--- config.mk ---
export PLATFORM = sky130hd
export DESIGN_NAME = mul_div_unit_flat
export DESIGN_NICKNAME = d
export VERILOG_FILES = /design/src/rtl/mul_div_if.sv /design/src/rtl/mul_div_unit.sv /design/src/flat_wrapper.sv
export SDC_FILE = /design/constraint.sdc
export NUM_CORES = 1
export LEC_CHECK = 0
export ABC_AREA = 1
export BUFFER_PORTS_ARGS = -buffer_cell sky130_fd_sc_hd__buf_2
export CAP_MARGIN = 20
export CORE_MARGIN = 3
export CORE_UTILIZATION = 37
export CTS_CLUSTER_DIAMETER = 30
export DETAILED_ROUTE_END_ITERATION = 7
export PLACE_DENSITY = 0.58
export SYNTH_ARGS = -nofsm -noshare
export SYNTH_HDL_FRONTEND = slang
export SYNTH_SLANG_ARGS = --single-unit
--- constraint.sdc ---
create_clock -name clk -period 8.2 [get_ports clk]
set_input_delay 0.41 -clock clk [delete_from_list [all_inputs] [get_ports clk]]
set_output_delay 0.41 -clock clk [all_outputs]
set_load 0.02 [all_outputs]
--- src/rtl/mul_div_if.sv ---
// Operand/result bundle between the EX stage and the mul/div unit.
// The master launches and kills operations; the slave reports busy/done.
interface mul_div_if #(
  parameter int XLEN = 32
);
  logic            start;
  logic [2:0]      funct3;
  logic [XLEN-1:0] op_a;
  logic [XLEN-1:0] op_b;
  logic            kill;
  logic            busy;
  logic            done;
  logic [XLEN-1:0] result;

  modport master (
    output start, funct3, op_a, op_b, kill,
    input  busy, done, result
  );

  modport slave (
    input  start, funct3, op_a, op_b, kill,
    output busy, done, result
  );
endinterface

--- src/rtl/mul_div_unit.sv ---
// Iterative RV32M multiply/divide unit for the EX stage.
// Shift-add multiply, restoring divide, fixed XLEN+2 cycle latency.
module mul_div_unit #(
  parameter int XLEN = 32
) (
  input logic      clk,
  input logic      rst,
  mul_div_if.slave bus
);
  localparam int CW = $clog2(XLEN);
  localparam int DW = 2 * XLEN;

  typedef enum logic [1:0] {
    IDLE,
    CALC,
    FIX,
    DONE
  } state_t;

  state_t state_q;
  state_t state_d;

  logic [2:0]      f3_q;
  logic [DW-1:0]   acc_q;
  logic [DW-1:0]   a_q;
  logic [XLEN-1:0] b_q;
  logic [XLEN-1:0] a_raw_q;
  logic [CW-1:0]   cnt_q;
  logic            p_neg_q;
  logic            q_neg_q;
  logic            r_neg_q;
  logic            dz_q;
  logic            ovf_q;
  logic            busy_q;
  logic            done_q;
  logic [XLEN-1:0] result_q;

  logic            launch;
  logic            last;
  logic            is_div_op;
  logic            a_sgn;
  logic            b_sgn;
  logic            sa;
  logic            sb;
  logic [XLEN-1:0] a_mag;
  logic [XLEN-1:0] b_mag;
  logic            dz;
  logic            ovf;

  logic [XLEN-1:0] r_sh;
  logic [XLEN:0]   diff;

  logic [DW-1:0]   prod_f;
  logic [XLEN-1:0] quot_f;
  logic [XLEN-1:0] rem_f;
  logic [XLEN-1:0] sel;

  assign launch = (state_q == IDLE || state_q == DONE)
                  && bus.start && !bus.kill;
  assign last   = (cnt_q == CW'(XLEN - 1));

  // Operand decode and magnitude conversion at launch time
  always_comb begin
    is_div_op = bus.funct3[2];
    a_sgn = (bus.funct3 == 3'b001) || (bus.funct3 == 3'b010)
            || (bus.funct3 == 3'b100) || (bus.funct3 == 3'b110);
    b_sgn = (bus.funct3 == 3'b001) || (bus.funct3 == 3'b100)
            || (bus.funct3 == 3'b110);
    sa    = a_sgn && bus.op_a[XLEN-1];
    sb    = b_sgn && bus.op_b[XLEN-1];
    a_mag = sa ? (~bus.op_a + 1'b1) : bus.op_a;
    b_mag = sb ? (~bus.op_b + 1'b1) : bus.op_b;
    dz    = is_div_op && (bus.op_b == '0);
    ovf   = is_div_op && b_sgn
            && (bus.op_a == {1'b1, {(XLEN-1){1'b0}}})
            && (bus.op_b == {XLEN{1'b1}});
  end

  // One restoring-divide step: shift in next dividend bit, try subtract
  always_comb begin
    r_sh = {acc_q[DW-2:XLEN], a_q[XLEN-1]};
    diff = {acc_q[DW-1], r_sh} - {1'b0, b_q};
  end

  // Sign fix-up and output selection for the FIX state
  always_comb begin
    prod_f = p_neg_q ? (~acc_q + 1'b1) : acc_q;
    quot_f = q_neg_q ? (~acc_q[XLEN-1:0] + 1'b1)
                     : acc_q[XLEN-1:0];
    rem_f  = r_neg_q ? (~acc_q[DW-1:XLEN] + 1'b1)
                     : acc_q[DW-1:XLEN];
    sel    = '0;
    unique case (1'b1)
      (f3_q == 3'b000): sel = prod_f[XLEN-1:0];
      (f3_q[2] == 1'b0 && f3_q[1:0] != 2'b00):
        sel = prod_f[DW-1:XLEN];
      (f3_q[2:1] == 2'b10):
        sel = dz_q  ? {XLEN{1'b1}} :
              ovf_q ? {1'b1, {(XLEN-1){1'b0}}} : quot_f;
      (f3_q[2:1] == 2'b11):
        sel = dz_q  ? a_raw_q :
              ovf_q ? '0 : rem_f;
      default: sel = '0;
    endcase
  end

  // State register
  always_ff @(posedge clk or posedge rst) begin
    if (rst) state_q <= IDLE;
    else     state_q <= state_d;
  end

  // Next-state logic; kill wins over everything
  always_comb begin
    state_d = state_q;
    if (bus.kill) begin
      state_d = IDLE;
    end else begin
      unique case (state_q)
        IDLE: if (bus.start) state_d = CALC;
        CALC: if (last) state_d = FIX;
        FIX:  state_d = DONE;
        DONE: state_d = bus.start ? CALC : IDLE;
        default: state_d = IDLE;
      endcase
    end
  end

  // Status flops, driven from the next state so they track the state
  always_ff @(posedge clk or posedge rst) begin
    if (rst) begin
      busy_q <= 1'b0;
      done_q <= 1'b0;
    end else begin
      busy_q <= (state_d == CALC) || (state_d == FIX);
      done_q <= (state_d == DONE);
    end
  end

  // Datapath: latch operands, iterate, register the result in FIX
  always_ff @(posedge clk or posedge rst) begin
    if (rst) begin
      f3_q     <= '0;
      acc_q    <= '0;
      a_q      <= '0;
      b_q      <= '0;
      a_raw_q  <= '0;
      cnt_q    <= '0;
      p_neg_q  <= 1'b0;
      q_neg_q  <= 1'b0;
      r_neg_q  <= 1'b0;
      dz_q     <= 1'b0;
      ovf_q    <= 1'b0;
      result_q <= '0;
    end else if (launch) begin
      f3_q     <= bus.funct3;
      acc_q    <= '0;
      a_q      <= {{XLEN{1'b0}}, a_mag};
      b_q      <= b_mag;
      a_raw_q  <= bus.op_a;
      cnt_q    <= '0;
      p_neg_q  <= sa ^ sb;
      q_neg_q  <= sa ^ sb;
      r_neg_q  <= sa;
      dz_q     <= dz;
      ovf_q    <= ovf;
    end else if (!bus.kill && state_q == CALC) begin
      cnt_q <= cnt_q + 1'b1;
      a_q   <= a_q << 1;
      if (f3_q[2]) begin
        if (!diff[XLEN]) begin
          acc_q <= {diff[XLEN-1:0],
                    acc_q[XLEN-2:0], 1'b1};
        end else begin
          acc_q <= {r_sh, acc_q[XLEN-2:0], 1'b0};
        end
      end else begin
        b_q <= b_q >> 1;
        if (b_q[0]) acc_q <= acc_q + a_q;
      end
    end else if (!bus.kill && state_q == FIX) begin
      result_q <= sel;
    end
  end

  assign bus.busy   = busy_q;
  assign bus.done   = done_q;
  assign bus.result = result_q;
endmodule

--- src/flat_wrapper.sv ---
// flat-port wrapper written by rule: the top's interface ports become plain ports
module mul_div_unit_flat 
#(
  parameter int XLEN = 32
)
  (clk, rst, bus_start, bus_funct3, bus_op_a, bus_op_b, bus_kill, bus_busy, bus_done, bus_result);
  mul_div_if #(.XLEN(XLEN)) bus_i ();
  input logic clk;
  input logic rst;
  input wire logic [$bits(bus_i.start)-1:0] bus_start;
  input wire logic [$bits(bus_i.funct3)-1:0] bus_funct3;
  input wire logic [$bits(bus_i.op_a)-1:0] bus_op_a;
  input wire logic [$bits(bus_i.op_b)-1:0] bus_op_b;
  input wire logic [$bits(bus_i.kill)-1:0] bus_kill;
  output wire logic [$bits(bus_i.busy)-1:0] bus_busy;
  output wire logic [$bits(bus_i.done)-1:0] bus_done;
  output wire logic [$bits(bus_i.result)-1:0] bus_result;
  assign bus_i.start = bus_start;
  assign bus_i.funct3 = bus_funct3;
  assign bus_i.op_a = bus_op_a;
  assign bus_i.op_b = bus_op_b;
  assign bus_i.kill = bus_kill;
  assign bus_busy = bus_i.busy;
  assign bus_done = bus_i.done;
  assign bus_result = bus_i.result;
  mul_div_unit #(.XLEN(XLEN)) u_core (.clk(clk), .rst(rst), .bus(bus_i));
endmodule
==> results by stage, run 1 <==
STA:
- The final-report max-slew violation count is 0.
- Derived from the worst setup path, the maximum achievable clock frequency is around 230 MHz.
- The worst hold slack across all endpoints is slightly above 0.06 ns.
- The final-layout setup total negative slack is 0 ns.
- For the final database, setup skew stands at about 0.048 ns.
- The minimum clock period is roughly 4.4 ns.
- Measured against its own limit, the worst slew margin works out to 0.294.
- The number of endpoints failing setup at the final stage is 0.
- Setup repair after global routing left no endpoint under its margin.
- The pin slew with the least headroom to its limit is about 1.1 ns.
- The number of failing hold endpoints at the final stage is 0.
- Of the available clock period, the critical path in the final layout requires 0.535.

Yosys:
- Counting flops with a built-in enable in the synthesized netlist gives 0.
- The most common flop cell mapped by yosys is sky130_fd_sc_hd__dfrtp_1.
- The share of flip-flops with an asynchronous set or reset is 1.00.
- The number of warnings issued by yosys is 0.
- The number of different library cells used by synthesis comes to 53.
- Counting every instance in the synthesized netlist gives between 4000 and 5000.
- Averaged over all synthesized cells, the footprint is about 5.7 sq um.
- The number of synthesized register bits is 240.
- For this run, the register share of the synthesized area comes to 0.246.
- The synthesized net count is 4469.
- The summed instance area of the synthesized netlist is between 0.02 and 0.025 sq mm.

Floorplan:
- The floorplan step defined a core boundary enclosing about 0.065 sq mm.
- The die covers 0.0692 sq mm.
- The die extent in y is approximately 260 um.
- The number of primary I/O pins is roughly 110.
- From left edge to right edge, the die measures about 260 um.
- The number of placement rows is just over 90.
- The initial utilization of the core area, before any placement, comes to 0.377.

Drt:
- For this block, the initial DRC count from the detailed router was between 2000 and 3000.
- The detail route stage leaves a number of antenna-violating nets equal to 0.
- For this run, the detailed router's first-pass iteration total came to 7.
- Using the TritonRoute via totals, the vias-per-cell ratio works out to ~5.3.
- The wire length per cell after detailed routing is 19.3 um.
- The post-detailed-route DRC marker count is 0.
- The routed design has roughly 100000 um of wire.
- The number of vias in the routed layout is 27800.

GRT:
- The combined global-route utilization of all metal layers is 0.286.
- The maximum number of pins on one net before global-route repair is between 100 and 150.
- The number of antenna violations at the first check in global routing is 4.
- The wire length of the first global-routing pass is 154000 um.
- The global-route congestion overflow total is 0.
- The via count of the first global-routing pass is roughly 25000.

Clock tree:
- The clock insertion delay at the later pin of the skew report is about 0.6 ns.
- The clock input transition at the sequential cells of the worst setup and hold paths is roughly 0.04 ns.
- The number of clock sinks seen by CTS is 240.
- The H-tree was split into 3 levels.
- In this run, CTS created clock tree buffers numbering 67.
- The clock passes through at most 3 buffers.
- In this run the clock root is driven by a sky130_fd_sc_hd__clkbuf_16.
- The clock tree from TritonCTS is done.

Finish:
- The finished layout holds 5279 standard cells, fillers aside.
- The fraction of layout instances using a drive strength above 1 is 0.0681.
- The number of nets in the final layout is roughly 4600.
- Once layout is done, the placed cells without fillers occupy about 0.028 sq mm.
- In the layout the commonest cells are 1540 x sky130_fd_sc_hd__nand2_1, 718 x sky130_fd_sc_hd__inv_1, 412 x sky130_fd_sc_hd__nand3_1, 380 x sky130_fd_sc_hd__nor2_1, 238 x sky130_fd_sc_hd__dfrtp_1.
- The library cell used most frequently in the layout, excluding fill and tap cells, is sky130_fd_sc_hd__nand2_1.
- The area growth from synthesis to layout is 15.7%.

Critical path:
- The endpoint kind of the worst setup timing path is a flop.
- At the worst endpoint, the required time is ~8.7 ns.
- The critical path starts at u_core.state_q[1].
- The launch instance of the worst register-to-register path is u_core.state_q[1].
- The startpoint kind of the worst setup timing path is a flop.
- STA puts the critical path data arrival time at about 4.9 ns.
- The largest driver fanout on the critical path is between 50 and 60.
- By startpoint and endpoint, the worst setup path is classified as flop to flop.

Power:
- The switching part of the total power is 0.530.
- The part of the power in the clock network is 0.242.
- The largest voltage drop on the vdd net is 0.216 mV.
- The share of total power in combinational logic is 0.568.
- For this design the ratio of total power to cell area is 418 mW/mm^2.
- The sequential group share of total power is 0.190.
- Internal power comes to ~5.6 mW.
- In this run the static leakage power is about 15 nW.
- The net switching power is ~6.3 mW.

Placement:
- The detailed-placement wirelength estimate is just over 80000 um.
- The area of placed instances is ~0.026 sq mm.
- At the end of routability-driven placement, the weighted congestion stood at 1.01.
- In this run, placement finished with an instance count of between 5000 and 6000.
- In this run the tool buffered the top-level ports with roughly 100 buffer cells.

Worst hold path:
- In this run the most critical hold path is launched from bus_op_a[14].
- The path class of the tightest hold or removal check is primary input to flop.

Run:
- The number of maximum-capacitance constraint violations is 0.

Outcome:
- The flow ran to the end, and the final reports show no timing, DRC or antenna violations.
-- cell usage after synthesis, types with 2 or more instances --
master | number | area (sq um)
sky130_fd_sc_hd__nor3_2 | 3 | 30.0
sky130_fd_sc_hd__buf_6 | 4 | 45.0
sky130_fd_sc_hd__buf_1 | 20 | 75.1
sky130_fd_sc_hd__inv_2 | 4 | 15.0
sky130_fd_sc_hd__o21a_1 | 4 | 30.0
sky130_fd_sc_hd__a2bb2oi_1 | 10 | 87.6
sky130_fd_sc_hd__o22ai_1 | 22 | 138
sky130_fd_sc_hd__nand2_2 | 5 | 31.3
sky130_fd_sc_hd__nor4_1 | 8 | 50.1
sky130_fd_sc_hd__or2_2 | 26 | 163
sky130_fd_sc_hd__a22oi_1 | 2 | 15.0
sky130_fd_sc_hd__inv_1 | 721 | 2710
sky130_fd_sc_hd__dfrtp_1 | 240 | 6010
sky130_fd_sc_hd__clkbuf_1 | 67 | 251
sky130_fd_sc_hd__xor2_1 | 48 | 420
sky130_fd_sc_hd__a21boi_0 | 7 | 52.6
sky130_fd_sc_hd__a21oi_1 | 188 | 941
sky130_fd_sc_hd__o211ai_1 | 45 | 338
sky130_fd_sc_hd__nor3_1 | 46 | 230
sky130_fd_sc_hd__o21ai_1 | 3 | 15.0
sky130_fd_sc_hd__a21o_1 | 2 | 15.0
sky130_fd_sc_hd__o311ai_0 | 7 | 61.3
sky130_fd_sc_hd__fa_1 | 2 | 40.0
sky130_fd_sc_hd__nand3_1 | 412 | 2060
sky130_fd_sc_hd__xnor2_1 | 16 | 140
sky130_fd_sc_hd__a211oi_1 | 8 | 60.1
sky130_fd_sc_hd__nor2_2 | 7 | 43.8
sky130_fd_sc_hd__nand4_1 | 35 | 219
sky130_fd_sc_hd__clkinv_1 | 3 | 11.3
sky130_fd_sc_hd__nand3b_1 | 8 | 60.1
sky130_fd_sc_hd__a31oi_1 | 3 | 18.8
sky130_fd_sc_hd__o21ai_0 | 230 | 1150
sky130_fd_sc_hd__buf_4 | 4 | 30.0
sky130_fd_sc_hd__nor2_1 | 382 | 1430
sky130_fd_sc_hd__and2_1 | 5 | 31.3
sky130_fd_sc_hd__and3_1 | 2 | 12.5
sky130_fd_sc_hd__buf_2 | 23 | 115
sky130_fd_sc_hd__nand2_1 | 1541 | 5780
sky130_fd_sc_hd__ha_1 | 107 | 1340
sky130_fd_sc_hd__o21bai_1 | 6 | 45.0
-- worst max-delay path: stages (launching register included) --
cell,delay (ns)
sky130_fd_sc_hd__dfrtp_1,0.41
sky130_fd_sc_hd__inv_1,0.09
sky130_fd_sc_hd__ha_1,0.27
sky130_fd_sc_hd__nor2_1,0.06
sky130_fd_sc_hd__nand2_4,0.43
sky130_fd_sc_hd__buf_4,0.59
sky130_fd_sc_hd__clkinv_2,0.75
sky130_fd_sc_hd__nor2_2,0.36
sky130_fd_sc_hd__buf_4,0.41
sky130_fd_sc_hd__inv_1,0.49
sky130_fd_sc_hd__o21ai_0,0.33
-- logic make-up after synthesis --
family                   count (synthesis)  synth area share
buffers and inverters                  846             0.133
AND/OR/NAND/NOR                       2484             0.418
AO/OA/AOI/OAI                          546             0.125
flip-flops                             240             0.246
XOR/XNOR                                64            0.0229
adder cells (fa/ha/maj)                109            0.0564
-- cell type report --
type / count / area (sq um)
tap: 855 / 1070
clock inverter: 34 / 636
inverter: 728 / 2740
clock buffer: 86 / 1850
antenna: 2 / 5.00
multi-input combinational: 3203 / 15200
sequential: 240 / 6010
timing repair buffer: 131 / 753
fill: 7098 / 36700
-- power by group through the flow --
stage | clock network [mW] | registers, mW | logic [mW]
after global placement | 0 | 2.21 | 6.53
after detailed placement | 0 | 2.21 | 6.54
after floorplan | 0 | 1.97 | 4.58
after global routing | 2.96 | 2.26 | 7.47
final | 2.86 | 2.25 | 6.72
after CTS | 2.88 | 2.20 | 6.59
-- state kept, by name, indices dropped and copies added, names as in the netlist --
| signal | flops |
|---|---|
| u_core.ovf_q | 1 |
| u_core.state_q | 2 |
| u_core.a_raw_q | 32 |
| u_core.p_neg_q | 1 |
| u_core.bus.done | 1 |
| u_core.cnt_q | 5 |
| u_core.bus.busy | 1 |
| u_core.r_neg_q | 1 |
| u_core.f3_q | 3 |
| u_core.b_q | 32 |
| u_core.dz_q | 1 |
| u_core.a_q | 64 |
| u_core.bus.result | 32 |
| u_core.acc_q | 64 |
-- final timing paths --
check / to / slack (ns) / depth (start not counted)
max: u_core.acc_q[16] / 3.81 / 10
min: u_core.a_raw_q[14] / 0.06 / 3
max reg2reg: u_core.acc_q[16] / 3.81 / 10
min reg2reg: u_core.a_raw_q[9] / 0.47 / 2
max in group asynchronous: u_core.p_neg_q / 6.38 / 4
min in group asynchronous: u_core.a_q[42] / 0.47 / 3
-- metrics by stage --
step	power [mW]	setup WS (ns)	util
finish	11.8	3.81	0.436
global route	12.7	3.47	0.435
CTS	11.7	3.89	0.435
detailed placement	8.75	3.92	0.397
global placement	8.75	3.98	0.397
floorplan	6.55	1.20	-
-- per-layer routing --
metal / vias up / share of wire / GRT usage
li1: 13700 / - / -
met1: 12700 / 0.45 / 0.407
met2: 1148 / 0.42 / 0.429
met3: 206 / 0.080 / 0.0409
met4: 0 / 0.045 / 0.127
met5: - / 0 / 0
-- repair_timing --
| action | CTS | global route |
|---|---|---|
| endpoints found under the hold margin | 27 | 0 |
| gates resized for setup | 0 | 0 |
| hold buffers | 2 | 0 |
| buffers inserted | 0 | 0 |
Power figures use the tool's default switching activity.
==> inputs of run 2 (changes only) <==
ABC_AREA = 0   (was 1)
PLACE_DENSITY = 0.61   (was 0.58)
clock period = 3.7 ns   (was 8.2 ns; I/O delays follow)
==> results by stage, run 2 <==
STA:
- The post-route worst setup slack is -0.00375 ns (-3.82 ns).
- The number of endpoints failing setup at the final stage is 1 (+1).
- The number of failing hold endpoints at the final stage is 0 (unchanged).
- The minimum clock period is 3.70 ns (-0.684 ns).
- The final-layout setup total negative slack is -0.00375 ns (-0.00375 ns).
- The pin slew with the least headroom to its limit is 1.20 ns (+0.145 ns).
- The headroom to the max-slew limit is 0.200 (-0.0943).
- The final-report max-slew violation count is 0 (unchanged).
- Setup repair after global routing could not meet its margin everywhere.
- The worst hold slack across all endpoints is 0.0331 ns (-0.0284 ns).
- The worst-case clock skew was 0.0328 ns (-0.0152 ns).
- The post-route clock period utilization is 1.00 (+0.466).
- The upper clock frequency limit is 270 MHz (+18%).

Clock tree:
- The maximum clock insertion buffer count is 3 (unchanged).
- The clock input transition at the sequential cells of the worst setup and hold paths is 0.05 ns (about the same).
- The clock insertion delay at the later pin of the skew report was 0.60 ns (about the same).
- The number of buffers created by CTS came to 69 (+3.0%).
- The number of clock sinks seen by CTS is 240 (unchanged).
- The number of levels in the clock H-tree came to 3 (unchanged).
- The cell chosen for the clock root is sky130_fd_sc_hd__clkbuf_16.
- The clock tree from TritonCTS is done.

Power:
- The static leakage is 11.5 nW (-26%).
- The largest voltage drop on the vdd net is 0.293 mV (+36%).
- The share of total power in combinational logic is 0.372 (-0.196).
- The switching part of the total power is 0.360 (-0.170).
- The total design power is 14.7 mW (+24%).
- The power density over cell area is 576 mW/mm^2 (+38%).
- The part of the power in the clock network was 0.397 (+0.155).
- The sequential group share of total power was 0.230 (+0.040).
- The net switching power is 5.30 mW (-16%).
- The internal power component is 9.40 mW (+69%).

Finish:
- The filler-free cell count of the finished design is 3569 (-32%).
- The most common cell after layout, fill and taps aside is sky130_fd_sc_hd__nand2_1.
- The fraction of layout instances using a drive strength above 1 came to 0.188 (+0.120).
- The number of inserted diodes is 0 (-2).
- The area growth from synthesis to final layout is 31.4%.
- The multi-input combinational cell area is 0.0130 sq mm (-15%).
- The area occupied by registers came to 0.00601 sq mm (about the same).
- The number of nets in the final layout came to 3017 (-34%).
- The largest registers in the layout are u_core.a_q x64, u_core.acc_q x64.
- The total of fill cells in the finished design is 4895 (-31%).
- The library cells used most frequently in the layout, excluding fill and tap cells, are 453 x sky130_fd_sc_hd__nand2_1, 237 x sky130_fd_sc_hd__dfrtp_1, 222 x sky130_fd_sc_hd__a21oi_1, 221 x sky130_fd_sc_hd__nor2_1, 209 x sky130_fd_sc_hd__buf_4.

Yosys:
- Of all cell types, the one taking the most synthesized area is sky130_fd_sc_hd__dfrtp_1.
- The share of the yosys chip area belonging to registers is 0.309 (+0.0638).
- Yosys instantiated no cell more often than sky130_fd_sc_hd__nand2_1.
- After synthesis, the most frequently instantiated cells are 454 x sky130_fd_sc_hd__nand2_1, 240 x sky130_fd_sc_hd__dfrtp_1, 226 x sky130_fd_sc_hd__nor2_1.
- The summed instance area of the synthesized netlist is 0.0194 sq mm (-21%).
- By area the synthesized netlist is led by sky130_fd_sc_hd__dfrtp_1 31%, sky130_fd_sc_hd__nand2_1 8.8%, sky130_fd_sc_hd__xnor2_1 6.9%.
- The top-area cell type share of the netlist area was 0.309 (+0.0638).
- Among all flip-flop cells after synthesis, the most frequent one is sky130_fd_sc_hd__dfrtp_1.
- The share of flip-flops with an asynchronous set or reset is 1.00 (unchanged).
- The number of synthesized register bits is 240 (unchanged).
- The number of synthesized flops with an enable pin is 0 (unchanged).
- The number of warnings issued by yosys is 0 (unchanged).
- The instance count of the mapped netlist was 2512 (-41%).
- The average footprint of a synthesized cell is 7.73 sq um (+36%).
- The synthesized net count is 2692 (-40%).
- The unique cell type count in the Yosys netlist is 75 (+42%).

Critical path:
- The number of cells traversed by the worst register-to-register path came to 11 (+1).
- The data required time of the worst path is 4.16 ns (-4.53 ns).
- The largest driver fanout on the critical path is 6 (-89%).
- The worst setup path is of the flop to flop kind.
- The arrival time of data at the critical path endpoint came to 4.17 ns (-0.71 ns).
- The worst setup path is captured at a flop.
- The register-to-register path setup slack is -0.004 ns (-3.82 ns).
- The capturing point of the worst reg2reg path is u_core.bus.result[21].
- The destination of the critical timing path is u_core.bus.result[21].
- In this run the critical register-to-register path is launched from u_core.acc_q[11].
- The critical path startpoint is u_core.acc_q[11].
- The startpoint kind of the worst setup timing path is a flop.

Placement:
- The post-placement cell count is 3369 (-35%).
- The number of buffer cells added on primary ports is 104 (unchanged).
- The final weighted congestion of routability-driven global placement is 0.965 (-4.1%).
- The pre-CTS worst setup slack is -0.283 ns (-4.20 ns).
- The detailed-placement wirelength estimate came to 53500 um (-33%).

Floorplan:
- The number of primary I/O pins is 105 (unchanged).
- The die extent in y came to 235 um (-11%).
- The number of placement rows is 83 (-11%).
- The total core area is 0.0516 sq mm (-21%).
- The die outline width is 235 um (-11%).
- The total die area was 0.0552 sq mm (-20%).
- The effective utilization at floorplan is 0.376 (-0.000541).

Drt:
- The number of violations reported at the end of detailed-routing iteration 0 came to 1678 (-37%).
- The number of nets still failing antenna checks after routing is 0 (unchanged).
- The routed wire length is 71900 um (-30%).
- The post-detailed-route via-to-cell ratio is 5.60 (+6.4%).
- The first-pass iteration count of the detailed router was 6 (-1).
- The number of vias in the routed layout was 20000 (-28%).
- The wire length per cell after detailed routing is 20.1 um (+4.3%).
- The post-detailed-route DRC marker count is 0 (unchanged).

GRT:
- The via count of the first global-routing pass was 19700 (-23%).
- The combined global-route utilization of all metal layers was 0.253 (-0.0329).
- The maximum number of pins on one net before global-route repair came to 99 (-29%).
- The number of antenna violations at the first check in global routing is 0 (-4).
- The wire length of the first global-routing pass was 112000 um (-27%).
- The global-route congestion overflow total is 0 (unchanged).

Outcome:
- The flow ran to the end, but the final reports show violations.
- The final reports fail on negative setup slack.

Worst hold path:
- The worst hold path belongs to the class primary input to flop.

Run:
- The number of maximum-capacitance constraint violations was 0 (unchanged).
## run 2: cell count changes in the layout (fill, tap and decap cells not counted), sizes merged, moves of 138 or more
cell,before,now
buf,129,333
nand3,413,21
inv,728,85
nand2,1548,454
nor2,390,226
xnor2,16,154
## run 2: per-stage QoR
| stage | instance area, sq um | util |
|---|---|---|
| after global placement | 22000 | 0.426 |
| after detailed placement | 22000 | 0.426 |
| after floorplan | 19400 | - |
| after global routing | 25500 | 0.494 |
| after CTS | 25100 | 0.486 |
| final | 25500 | 0.494 |
## run 2: timing repair
action                                 4_1_cts  5_1_grt
hold buffers                                65        0
cloned                                       2        1
buffers inserted                             0        9
endpoints found under the hold margin      110        0
pin swaps                                    6       39
gates resized for setup                     16      111
setup endpoints to repair                   22       58
## run 2: worst min path at each step
stage	start	to	slack (ns)	cells after the start
after CTS	bus_op_b[26]	u_core.b_q[26]	0.002	3
after global placement	rst	u_core.state_q[1]	0.38	2
final	bus_op_b[25]	u_core.b_q[25]	0.03	3
after detailed placement	rst	u_core.cnt_q[2]	0.38	2
after floorplan	bus_kill	u_core.state_q[0]	0.26	1
after global routing	bus_op_b[25]	u_core.b_q[25]	0.02	3
## run 2: area by class of cell
type	count	share of cell area
clock inverters	27	0.0102
clock buffers	96	0.0800
flip-flops and latches	240	0.236
repair buffers	399	0.120
inverters	76	0.0113
multi-input cells	2051	0.509
well taps	680	0.0334
## run 2: power by group through the flow
stage	Sequential (mW)	Combinational (mW)	Clock [mW]
6_report	3.39	5.47	5.84
5_1_grt	3.42	6.01	6.08
4_1_cts	3.38	5.25	5.93
3_3_place_gp	3.40	5.06	0
2_1_floorplan	3.38	3.21	0
3_5_place_dp	3.41	5.10	0
## run 2: critical path, stage by stage (launching register included)
cell and delay (ns):
sky130_fd_sc_hd__dfrtp_1 0.38, sky130_fd_sc_hd__or4_4 0.57, sky130_fd_sc_hd__nor4_4 0.16, sky130_fd_sc_hd__nand2b_1 0.14, sky130_fd_sc_hd__or4b_4 0.54, sky130_fd_sc_hd__or4_4 0.43
sky130_fd_sc_hd__or3_4 0.41, sky130_fd_sc_hd__or2_4 0.28, sky130_fd_sc_hd__o21ai_2 0.13, sky130_fd_sc_hd__xor2_1 0.16, sky130_fd_sc_hd__nor2_1 0.06, sky130_fd_sc_hd__o32a_1 0.31
## run 2: kinds of logic after synthesis
family,Yosys count,synth area share
buf+inv,221,0.0430
mux,38,0.0197
xor+xnor,243,0.110
simple gates,898,0.203
compound gates,763,0.244
flops,240,0.309
fa+ha+maj,109,0.0710
## run 2: routing by layer
layer	vias to the layer above	GRT usage	wire length, um
met1	9541	0.321	30300
li1	9584	-	-
met4	0	0.139	4150
met2	666	0.412	33300
met5	-	0	0
met3	204	0.0408	4050
